[src/rtl/sc_regbank_btnctrl_pkg.sv]
// Shared definitions for the button-controlled register bank.
// Covers the one-shot state encoding, write-mode codes and reset/button levels.
package sc_regbank_btnctrl_pkg;

  typedef enum logic [1:0] {
    ST_IDLE = 2'd0,
    ST_FIRE = 2'd1,
    ST_HOLD = 2'd2
  } btnState_t;

  typedef enum logic [1:0] {
    MODE_LOAD = 2'b00,
    MODE_ADD  = 2'b01,
    MODE_SHL  = 2'b10,
    MODE_HOLD = 2'b11
  } mode_t;

  localparam logic BTN_RELEASED = 1'b1;
  localparam logic BTN_PRESSED  = 1'b0;
  localparam logic RESET_ACTIVE = 1'b0;

endpackage

[src/rtl/sc_regbank_btnctrl_if.sv]
// Button, operand and read-back signals of the register bank.
// The master drives the buttons and operands; the slave is the bank itself.
interface sc_regbank_btnctrl_if #(
  parameter int DATAWIDTH_BUS = 8,
  parameter int SEL_WIDTH     = 2
);
  logic                     SC_REGBANK_clear_InLow;
  logic                     SC_REGBANK_load_InLow;
  logic [1:0]               SC_REGBANK_mode_In;
  logic [SEL_WIDTH-1:0]     SC_REGBANK_wrsel_In;
  logic [SEL_WIDTH-1:0]     SC_REGBANK_rdsel_In;
  logic [DATAWIDTH_BUS-1:0] SC_REGBANK_data_InBUS;
  logic [DATAWIDTH_BUS-1:0] SC_REGBANK_data_OutBUS;
  logic                     SC_REGBANK_done_Out;
  logic                     SC_REGBANK_carry_Out;
  logic                     SC_REGBANK_selerr_Out;

  modport master (
    output SC_REGBANK_clear_InLow, SC_REGBANK_load_InLow, SC_REGBANK_mode_In,
           SC_REGBANK_wrsel_In, SC_REGBANK_rdsel_In, SC_REGBANK_data_InBUS,
    input  SC_REGBANK_data_OutBUS, SC_REGBANK_done_Out, SC_REGBANK_carry_Out,
           SC_REGBANK_selerr_Out
  );

  modport slave (
    input  SC_REGBANK_clear_InLow, SC_REGBANK_load_InLow, SC_REGBANK_mode_In,
           SC_REGBANK_wrsel_In, SC_REGBANK_rdsel_In, SC_REGBANK_data_InBUS,
    output SC_REGBANK_data_OutBUS, SC_REGBANK_done_Out, SC_REGBANK_carry_Out,
           SC_REGBANK_selerr_Out
  );
endinterface

[src/rtl/sc_button_oneshot.sv]
// Synchronise, debounce and one-shot a raw active-low push button.
// Emits a single-cycle pulse per accepted press.
module sc_button_oneshot
  import sc_regbank_btnctrl_pkg::*;
#(
  parameter int DEBOUNCE_CYCLES = 50000
) (
  input  logic clk,
  input  logic resetInLow,
  input  logic btnInLow,
  output logic pulse
);
  localparam int CNT_W = $clog2(DEBOUNCE_CYCLES + 1);

  logic             sync_p0, sync_p1, level, armed;
  logic [CNT_W-1:0] cnt;
  logic [1:0]       flushCnt;
  btnState_t        state, stateNext;

  // A button held through reset must be seen released before it may fire again;
  // the synchroniser is flushed first so its reset value cannot arm it.
  always_ff @(posedge clk) begin
    if (resetInLow == RESET_ACTIVE) begin
      sync_p0  <= BTN_RELEASED;
      sync_p1  <= BTN_RELEASED;
      level    <= BTN_RELEASED;
      cnt      <= '0;
      flushCnt <= '0;
      armed    <= 1'b0;
      state    <= ST_IDLE;
    end else begin
      sync_p0 <= btnInLow;
      sync_p1 <= sync_p0;
      if (flushCnt != 2'd2) flushCnt <= flushCnt + 2'd1;
      if (flushCnt == 2'd2 && sync_p1 == BTN_RELEASED && level == BTN_RELEASED) armed <= 1'b1;
      if (sync_p1 != level) begin
        if (cnt == CNT_W'(DEBOUNCE_CYCLES - 1)) begin
          level <= sync_p1;
          cnt   <= '0;
        end else begin
          cnt <= cnt + 1'b1;
        end
      end else begin
        cnt <= '0;
      end
      state <= stateNext;
    end
  end

  always_comb begin
    stateNext = state;
    pulse     = 1'b0;
    unique case (state)
      ST_IDLE: if (level == BTN_PRESSED && armed) stateNext = ST_FIRE;
      ST_FIRE: begin
        pulse     = 1'b1;
        stateNext = ST_HOLD;
      end
      ST_HOLD: if (level == BTN_RELEASED) stateNext = ST_IDLE;
      default: stateNext = ST_IDLE;
    endcase
  end
endmodule

[src/rtl/sc_regbank_btnctrl.sv]
// Multi-channel register bank written by debounced clear/load buttons.
// Each accepted press performs one clear, load, add, shift or hold on the selected channel.
module sc_regbank_btnctrl
  import sc_regbank_btnctrl_pkg::*;
#(
  parameter int DATAWIDTH_BUS   = 8,
  parameter int CHANNELS        = 4,
  parameter int SEL_WIDTH       = 2,
  parameter int DEBOUNCE_CYCLES = 50000
) (
  input logic             SC_REGBANK_CLOCK_50,
  input logic             SC_REGBANK_RESET_InLow,
  sc_regbank_btnctrl_if.slave bus
);
  function automatic logic [DATAWIDTH_BUS:0] addWrap(input logic [DATAWIDTH_BUS-1:0] a,
                                                     input logic [DATAWIDTH_BUS-1:0] b);
    return {1'b0, a} + {1'b0, b};
  endfunction

  logic [DATAWIDTH_BUS-1:0] regBank [CHANNELS];
  logic                     clrPulse, ldPulse, wrEn, selOk;
  logic [DATAWIDTH_BUS-1:0] wrCur, rdData;
  logic [DATAWIDTH_BUS:0]   addSum;
  mode_t                    wrMode;

  sc_button_oneshot #(.DEBOUNCE_CYCLES(DEBOUNCE_CYCLES)) uClear (
    .clk       (SC_REGBANK_CLOCK_50),
    .resetInLow(SC_REGBANK_RESET_InLow),
    .btnInLow  (bus.SC_REGBANK_clear_InLow),
    .pulse     (clrPulse)
  );

  sc_button_oneshot #(.DEBOUNCE_CYCLES(DEBOUNCE_CYCLES)) uLoad (
    .clk       (SC_REGBANK_CLOCK_50),
    .resetInLow(SC_REGBANK_RESET_InLow),
    .btnInLow  (bus.SC_REGBANK_load_InLow),
    .pulse     (ldPulse)
  );

  // Unselected or out-of-range channels read back as zero.
  always_comb begin
    wrEn   = clrPulse | ldPulse;
    selOk  = int'(bus.SC_REGBANK_wrsel_In) < CHANNELS;
    wrMode = mode_t'(bus.SC_REGBANK_mode_In);
    wrCur  = '0;
    rdData = '0;
    for (int c = 0; c < CHANNELS; c++) begin
      if (bus.SC_REGBANK_wrsel_In == SEL_WIDTH'(c)) wrCur = regBank[c];
      if (bus.SC_REGBANK_rdsel_In == SEL_WIDTH'(c)) rdData = regBank[c];
    end
    addSum = addWrap(wrCur, bus.SC_REGBANK_data_InBUS);
  end

  // Write stage: clear has priority over load when both pulses coincide.
  always_ff @(posedge SC_REGBANK_CLOCK_50) begin
    if (SC_REGBANK_RESET_InLow == RESET_ACTIVE) begin
      for (int c = 0; c < CHANNELS; c++) regBank[c] <= '0;
      bus.SC_REGBANK_data_OutBUS <= '0;
      bus.SC_REGBANK_done_Out    <= 1'b0;
      bus.SC_REGBANK_carry_Out   <= 1'b0;
      bus.SC_REGBANK_selerr_Out  <= 1'b0;
    end else begin
      bus.SC_REGBANK_done_Out   <= wrEn && selOk;
      bus.SC_REGBANK_selerr_Out <= wrEn && !selOk;
      if (wrEn && selOk)
        bus.SC_REGBANK_carry_Out <= !clrPulse && wrMode == MODE_ADD && addSum[DATAWIDTH_BUS];
      for (int c = 0; c < CHANNELS; c++) begin
        if (wrEn && selOk && bus.SC_REGBANK_wrsel_In == SEL_WIDTH'(c)) begin
          if (clrPulse) begin
            regBank[c] <= '0;
          end else begin
            unique case (wrMode)
              MODE_LOAD: regBank[c] <= bus.SC_REGBANK_data_InBUS;
              MODE_ADD:  regBank[c] <= addSum[DATAWIDTH_BUS-1:0];
              MODE_SHL:  regBank[c] <= {regBank[c][DATAWIDTH_BUS-2:0], bus.SC_REGBANK_data_InBUS[0]};
              MODE_HOLD: ;
            endcase
          end
        end
      end
      bus.SC_REGBANK_data_OutBUS <= rdData;
    end
  end
endmodule

[src/flat_wrapper.sv]
// flat-port wrapper written by rule: the top's interface ports become plain ports
module sc_regbank_btnctrl_flat import sc_regbank_btnctrl_pkg::*;
#(
  parameter int DATAWIDTH_BUS   = 8,
  parameter int CHANNELS        = 4,
  parameter int SEL_WIDTH       = 2,
  parameter int DEBOUNCE_CYCLES = 50000
)
  (SC_REGBANK_CLOCK_50, SC_REGBANK_RESET_InLow, bus_SC_REGBANK_clear_InLow, bus_SC_REGBANK_load_InLow, bus_SC_REGBANK_mode_In, bus_SC_REGBANK_wrsel_In, bus_SC_REGBANK_rdsel_In, bus_SC_REGBANK_data_InBUS, bus_SC_REGBANK_data_OutBUS, bus_SC_REGBANK_done_Out, bus_SC_REGBANK_carry_Out, bus_SC_REGBANK_selerr_Out);
  sc_regbank_btnctrl_if #(.DATAWIDTH_BUS(DATAWIDTH_BUS), .SEL_WIDTH(SEL_WIDTH)) bus_i ();
  input logic SC_REGBANK_CLOCK_50;
  input logic SC_REGBANK_RESET_InLow;
  input wire logic [$bits(bus_i.SC_REGBANK_clear_InLow)-1:0] bus_SC_REGBANK_clear_InLow;
  input wire logic [$bits(bus_i.SC_REGBANK_load_InLow)-1:0] bus_SC_REGBANK_load_InLow;
  input wire logic [$bits(bus_i.SC_REGBANK_mode_In)-1:0] bus_SC_REGBANK_mode_In;
  input wire logic [$bits(bus_i.SC_REGBANK_wrsel_In)-1:0] bus_SC_REGBANK_wrsel_In;
  input wire logic [$bits(bus_i.SC_REGBANK_rdsel_In)-1:0] bus_SC_REGBANK_rdsel_In;
  input wire logic [$bits(bus_i.SC_REGBANK_data_InBUS)-1:0] bus_SC_REGBANK_data_InBUS;
  output wire logic [$bits(bus_i.SC_REGBANK_data_OutBUS)-1:0] bus_SC_REGBANK_data_OutBUS;
  output wire logic [$bits(bus_i.SC_REGBANK_done_Out)-1:0] bus_SC_REGBANK_done_Out;
  output wire logic [$bits(bus_i.SC_REGBANK_carry_Out)-1:0] bus_SC_REGBANK_carry_Out;
  output wire logic [$bits(bus_i.SC_REGBANK_selerr_Out)-1:0] bus_SC_REGBANK_selerr_Out;
  assign bus_i.SC_REGBANK_clear_InLow = bus_SC_REGBANK_clear_InLow;
  assign bus_i.SC_REGBANK_load_InLow = bus_SC_REGBANK_load_InLow;
  assign bus_i.SC_REGBANK_mode_In = bus_SC_REGBANK_mode_In;
  assign bus_i.SC_REGBANK_wrsel_In = bus_SC_REGBANK_wrsel_In;
  assign bus_i.SC_REGBANK_rdsel_In = bus_SC_REGBANK_rdsel_In;
  assign bus_i.SC_REGBANK_data_InBUS = bus_SC_REGBANK_data_InBUS;
  assign bus_SC_REGBANK_data_OutBUS = bus_i.SC_REGBANK_data_OutBUS;
  assign bus_SC_REGBANK_done_Out = bus_i.SC_REGBANK_done_Out;
  assign bus_SC_REGBANK_carry_Out = bus_i.SC_REGBANK_carry_Out;
  assign bus_SC_REGBANK_selerr_Out = bus_i.SC_REGBANK_selerr_Out;
  sc_regbank_btnctrl #(.DATAWIDTH_BUS(DATAWIDTH_BUS), .CHANNELS(CHANNELS), .SEL_WIDTH(SEL_WIDTH), .DEBOUNCE_CYCLES(DEBOUNCE_CYCLES)) u_core (.SC_REGBANK_CLOCK_50(SC_REGBANK_CLOCK_50), .SC_REGBANK_RESET_InLow(SC_REGBANK_RESET_InLow), .bus(bus_i));
endmodule
[config.mk]
export PLATFORM = sky130hd
export DESIGN_NAME = sc_regbank_btnctrl_flat
export DESIGN_NICKNAME = d
export VERILOG_FILES = /design/src/rtl/sc_regbank_btnctrl_pkg.sv /design/src/rtl/sc_regbank_btnctrl_if.sv /design/src/rtl/sc_button_oneshot.sv /design/src/rtl/sc_regbank_btnctrl.sv /design/src/flat_wrapper.sv
export SDC_FILE = /design/constraint.sdc
export NUM_CORES = 1
export LEC_CHECK = 0
export ABC_AREA = 1
export BUFFER_PORTS_ARGS = -buffer_cell sky130_fd_sc_hd__clkbuf_2
export CELL_PAD_IN_SITES_DETAIL_PLACEMENT = 1
export CELL_PAD_IN_SITES_GLOBAL_PLACEMENT = 2
export CORE_UTILIZATION = 38
export DETAILED_ROUTE_END_ITERATION = 10
export PLACE_DENSITY = 0.86
export SLEW_MARGIN = 20
export SYNTH_ARGS = -nofsm -noshare
export SYNTH_HDL_FRONTEND = slang
export SYNTH_HIERARCHICAL = 1
export SYNTH_SLANG_ARGS = --single-unit
export TNS_END_PERCENT = 50
[constraint.sdc]
create_clock -name SC_REGBANK_CLOCK_50 -period 7.4 [get_ports SC_REGBANK_CLOCK_50]
set_input_delay 1.48 -clock SC_REGBANK_CLOCK_50 [delete_from_list [all_inputs] [get_ports SC_REGBANK_CLOCK_50]]
set_output_delay 1.48 -clock SC_REGBANK_CLOCK_50 [all_outputs]
set_load 0.01 [all_outputs]
Word level (Yosys, flattened, before mapping)

Memories as Yosys holds them, arrays and structs flattened.
Index checks and enable logic that the tools add are counted.

Register bits: 58
Bits in writable memories: 32
Input port bits: 18
Output and inout bits: 11
Word-level logic and storage cells: 181
Memories kept: 1

Memories:

| name           | depth | bits a word | read ports | clocked after Yosys merged registers in | wr ports | RTL line                 | source |
|---|---|---|---|---|---|---|---|
| u_core.regBank | 4     | 8           | 4          | 0                                       | 4        | sc_regbank_btnctrl.sv:20 | `logic [DATAWIDTH_BUS-1:0] regBank [CHANNELS];` |

$add $sub $neg: 5
Equality and inequality tests: 24
Muxes and demuxes: 88
Bitwise logic cells: 22
Reduce and logical (&&, ||, !) cells: 24

Operators with widths:

| operator                                            | number |
|---|---|
| two-way mux 8 bit                                   | 24 |
| two-way mux 1 bit                                   | 58 |
| adder 16 x 1 -> 16 bit, second input constant       | 2 |
| equality test 16 bit, second input constant         | 2 |
| equality test 2 bit, second input constant          | 9 |
| bitwise OR 1 bit                                    | 17 |
| logical AND 1 bit                                   | 12 |
| inequality test 2 bit, second input constant        | 6 |
| one-hot mux 2 bit (3 select lines)                  | 2 |
| equality test 2 x 1 -> 1 bit, second input constant | 5 |
| logical NOT 2 bit                                   | 5 |
| adder 8 x 8 -> 9 bit                                | 1 |
| two-way mux 2 bit                                   | 4 |
| AND reduction 2 bit                                 | 4 |
| OR reduction 3 bit                                  | 2 |
| NOT 1 bit                                           | 5 |
| adder 2 x 1 -> 2 bit, second input constant         | 2 |
| inequality test 1 bit                               | 2 |
| logical NOT 1 bit                                   | 1 |

Depth between registers and ports, before layout

Depth in word-level cells: 11
Gate-level depth with buffers: 13
Mapped depth without buffers: 13

Modules after synthesis

Netlist, hierarchy kept.

By module, submodules not included:

| module             | times used | cells each | area each (µm²) | sequential area each (µm²) |
|---|---|---|---|---|
| sc_regbank_btnctrl | 1          | 374        | 2910.3          | 1161.1 |
| sc_button_oneshot  | 2          | 166        | 1132.3          | 480.5 |

Worst setup path after synthesis

No wires, ideal clock.

Path kind: input port to flip-flop
Start: in bus_SC_REGBANK_wrsel_In[0]
End: mem u_core.regBank[3][6] (data pin)
Setup time: 259 ps
Data arrival time: 3130 ps
Data required time: 7141 ps
Slack: 4011 ps
Cell stages on the path: 12
Buffers on the path: 0
Cell sequence: inv_2 > nand2_1 > o22ai_1 > o22ai_1 > ha_1 > fa_1 > nand3_1 > nand2_1 > nand2_1 > nand3_1 > nand3_1 > nand3_1

RTL lines:

| element            | RTL line                 | source |
|---|---|---|
| start: declaration | flat_wrapper.sv:16       | `input wire logic [$bits(bus_i.SC_REGBANK_wrsel_In)-1:0] bus_SC_REGBANK_wrsel_In;` |
| end: declaration   | sc_regbank_btnctrl.sv:20 |  |

==> flow_summary.yaml <==
run_status:
  status: "finished clean"
floorplan:
  num_rows: 42
  fp.dieW_um: 119
  die_area_sq_um: 14100
  start_util_pct: 39.1
  core_area_sq_um: 13200
  pin_count: 29
  die_h_um: 119
pwr:
  power_frac_seq_pct: 48.9
  p_clk_share_pct: 39.3
  p_switching_w: 0.000316
  internal_power_w: 0.000804
  p_per_area_nw_per_um2: 194
  leakagePower_nw: 2.29
  p_total_w: 0.00112
  sw_frac_of_total_pct: 28.2
  ir_drop_mv: 0.115
  comb_power_share_pct: 11.9
final_layout:
  nNetsFinal: 771
  final_area_sq_um: 5770
  multi_input_area_sq_um: 2640
  nFillCells: 1738
  ff_latch_area_sq_um: 2120
  area_growth_pct: 11.5
  drive_gt1_share_pct: 11.2
  insertedDiodeCount: 0
worst_setup_path:
  reg2regPathDepth: 11
  path_cells: "clkbuf_2 > inv_2 > nand2_1 > o22ai_1 > o22ai_1 > ha_1 > fa_1 > nand3_1 > nand2_1 > nand2_1 > nand3_1 > nand3_1 > nand3_1"
  critPathCaptureType: "flip-flop"
  crit_type: "in2reg"
  r2r_slack_ns: 5.06
  crit_start: "bus_SC_REGBANK_wrsel_In[0]"
  path_max_fanout: 10
  cp_slowest_stage_delay_ns: 0.42
  worstReg2RegStart: "u_core/regBank[0][4]"
  cp-endpoint: "u_core/regBank[1][6]"
  cp_slowest_cell: "fa_1"
  reg2reg_to: "u_core/regBank[1][7]"
  cp-start-kind: "primary input"
  critical_path.most_common_cell: "nand3_1"
  worstPathArrival_ns: 3.67
  critPathRequiredTime_ns: 7.51
place:
  place_area_sq_um: 5490
  dp_hpwl_um: 12000
  io_buffer_count: 27
  place_congestion: 0.866
sta:
  setup_viol: 0
  layout_min_cycle_time_ns: 3.57
  final_max_slew_viol_count: 0
  worst_pin_slew_ns: 1.01
  hold_viol: 0
  fin_skew_ns: 0.0143
  fin_crit_sh_pct: 48.2
  finalSetupTns_ns: 0
  fmax_mhz: 280
  rsz0062_at_grt: "false"
  max_slew_margin_pct: 32.5
routing:
  vias: 4843
  drtIter0Drc: 316
  via_per_inst: 5.26
  drt_wl_total_um: 15400
  drc_errors: 0
  dr.pass1.iters: 5
  antenna_left: 0
  wl_per_cell_um: 16.8
clock_network:
  cts_hold_buf: 0
  cts.path.max_buffers: 2
  cts_setup_buffers: 0
  cts_sinks: 90
  cts-root-buf: "clkbuf_16"
  cts_resized: 0
  clk_pin_slew_ns: 0.07
  clkLatencyLatePin_ns: 0.36
  htreeDepth: 3
  cts_buffers: 9
  cts_tree: "yes"
yosys:
  synth_edf_count: 32
  async_flop_share_pct: 0
  yosys-top-cells-area: "dfxtp_1, edfxtp_1, nand2_1"
  synth.distinct_cells: 40
  synth_area_sq_um: 5170
  ys_ff_latch: 90
  yosysWarnings: 6
  synth_top_area_cell: "dfxtp_1"
  ys_seq_area_share_pct: 41.0
  synth_commonest_cells: "nand2_1, inv_1, nor2_1, nand3_1, dfxtp_1"
  synth.most_common_cell: "nand2_1"
  synth_top_cell_area_share_pct: 22.4
  syn_area_per_cell_sq_um: 7.33
  synthCells: 706
  ys.flop_type: "dfxtp_1"
  synth_fp_nets: 738
run:
  max-cap-violations: 0
global_route:
  track_usage_pct: 23.1
  gr-total-overflow: 0
  antenna_found_initial: 0
  grt_pass1_vias: 4846
  grt_max_degree: 26
  grt_pass1_wl_um: 25100
hold_path:
  hold_path.class: "reg2reg"
-- stage by stage --
stage / setup slack [ns] / util (%) / hold WS, ns / cells
after detailed placement: 3.50 / 41.5 / 0.399 / 904
final: 3.83 / 43.6 / 0.414 / 920
after floorplan: 4.01 / - / 0.393 / 706
after global placement: 3.55 / 41.5 / 0.399 / 904
after CTS: 3.87 / 43.6 / 0.417 / 920
after global routing: 3.65 / 43.6 / 0.425 / 920
-- worst min-delay path by stage --
stage / start / endpoint / slack [ns] / depth (start not counted)
after global placement: u_core/uClear/sync_p0 / u_core/uClear/sync_p1 / 0.40 / 1
after detailed placement: u_core/uClear/sync_p0 / u_core/uClear/sync_p1 / 0.40 / 1
final: u_core/uLoad/sync_p0 / u_core/uLoad/sync_p1 / 0.41 / 1
after floorplan: u_core/uClear/sync_p0 / u_core/uClear/sync_p1 / 0.39 / 1
after CTS: u_core/uClear/sync_p0 / u_core/uClear/sync_p1 / 0.42 / 1
after global routing: u_core/uClear/sync_p0 / u_core/uClear/sync_p1 / 0.43 / 1
-- power by group through the flow --
| stage | Clock (W) | Combinational [W] | Sequential, W |
|---|---|---|---|
| 5_1_grt | 0.000475 | 0.000151 | 0.000550 |
| 2_1_floorplan | 0 | 0.0000879 | 0.000554 |
| 4_1_cts | 0.000458 | 0.000133 | 0.000547 |
| 6_report | 0.000440 | 0.000133 | 0.000548 |
| 3_5_place_dp | 0 | 0.000132 | 0.000559 |
| 3_3_place_gp | 0 | 0.000128 | 0.000557 |
-- registers in the layout (all words and copies together) (netlist names) --
name and flops:
u_core/regBank 32, u_core/uLoad/armed 1, u_core/uLoad/state 2, u_core/uLoad/sync_p0 1, u_core/uClear/flushCnt 2, u_core/uClear/cnt 16, u_core/bus.SC_REGBANK_data_OutBUS 8, u_core/bus.SC_REGBANK_carry_Out 1
u_core/uClear/armed 1, u_core/uLoad/cnt 16, u_core/uClear/sync_p0 1, u_core/uLoad/sync_p1 1, u_core/uClear/sync_p1 1, u_core/uLoad/flushCnt 2, u_core/uLoad/level 1, u_core/uClear/level 1
u_core/bus.SC_REGBANK_done_Out 1, u_core/uClear/state 2
-- logic make-up (layout without fill, tap and decap cells) --
family / Yosys count / in the layout / share of synthesized area [%]
xor gates and xnor gates: 12 / 12 / 2.03
other: 1 / 1 / 0.0725
buffers and inverters: 103 / 141 / 7.93
DFF: 90 / 90 / 41.0
adders and majority gates: 14 / 14 / 3.53
and+or+nand+nor: 390 / 390 / 34.6
AOI/OAI and AO/OA: 96 / 96 / 10.8
-- cell usage in the layout (no fill, tap or decap), types with 10 or more instances in the layout --
cell type,n
dfxtp_1,58
a21oi_1,34
o21ai_0,32
edfxtp_1,32
nor2_1,79
inv_1,89
nand2_1,195
nand3_1,71
ha_1,13
o211ai_1,10
clkbuf_2,27
-- final cells by class --
class	count	area share (%)
clock buffers	9	3.90
clock inverters	7	0.911
inverters	98	6.44
multi-input cells	513	45.8
flip-flops and latches	90	36.8
well taps	176	3.82
repair buffers	27	2.34
-- critical path: cells and delay by family --
kind,cells,cell delay (ns)
buffers and inverters,2,0.37
adders and majority gates,2,0.64
AOI/OAI and AO/OA,2,0.30
and+or+nand+nor,7,0.89
-- routing by layer --
layer	vias to the layer above	GRT usage [%]	wire (um)
met2	114	38.2	7130
met1	2320	30.5	7270
met5	-	0	0
met4	0	7.04	230
met3	21	4.20	785
li1	2388	-	-
No activity file was read; power rests on OpenSTA's default activity.
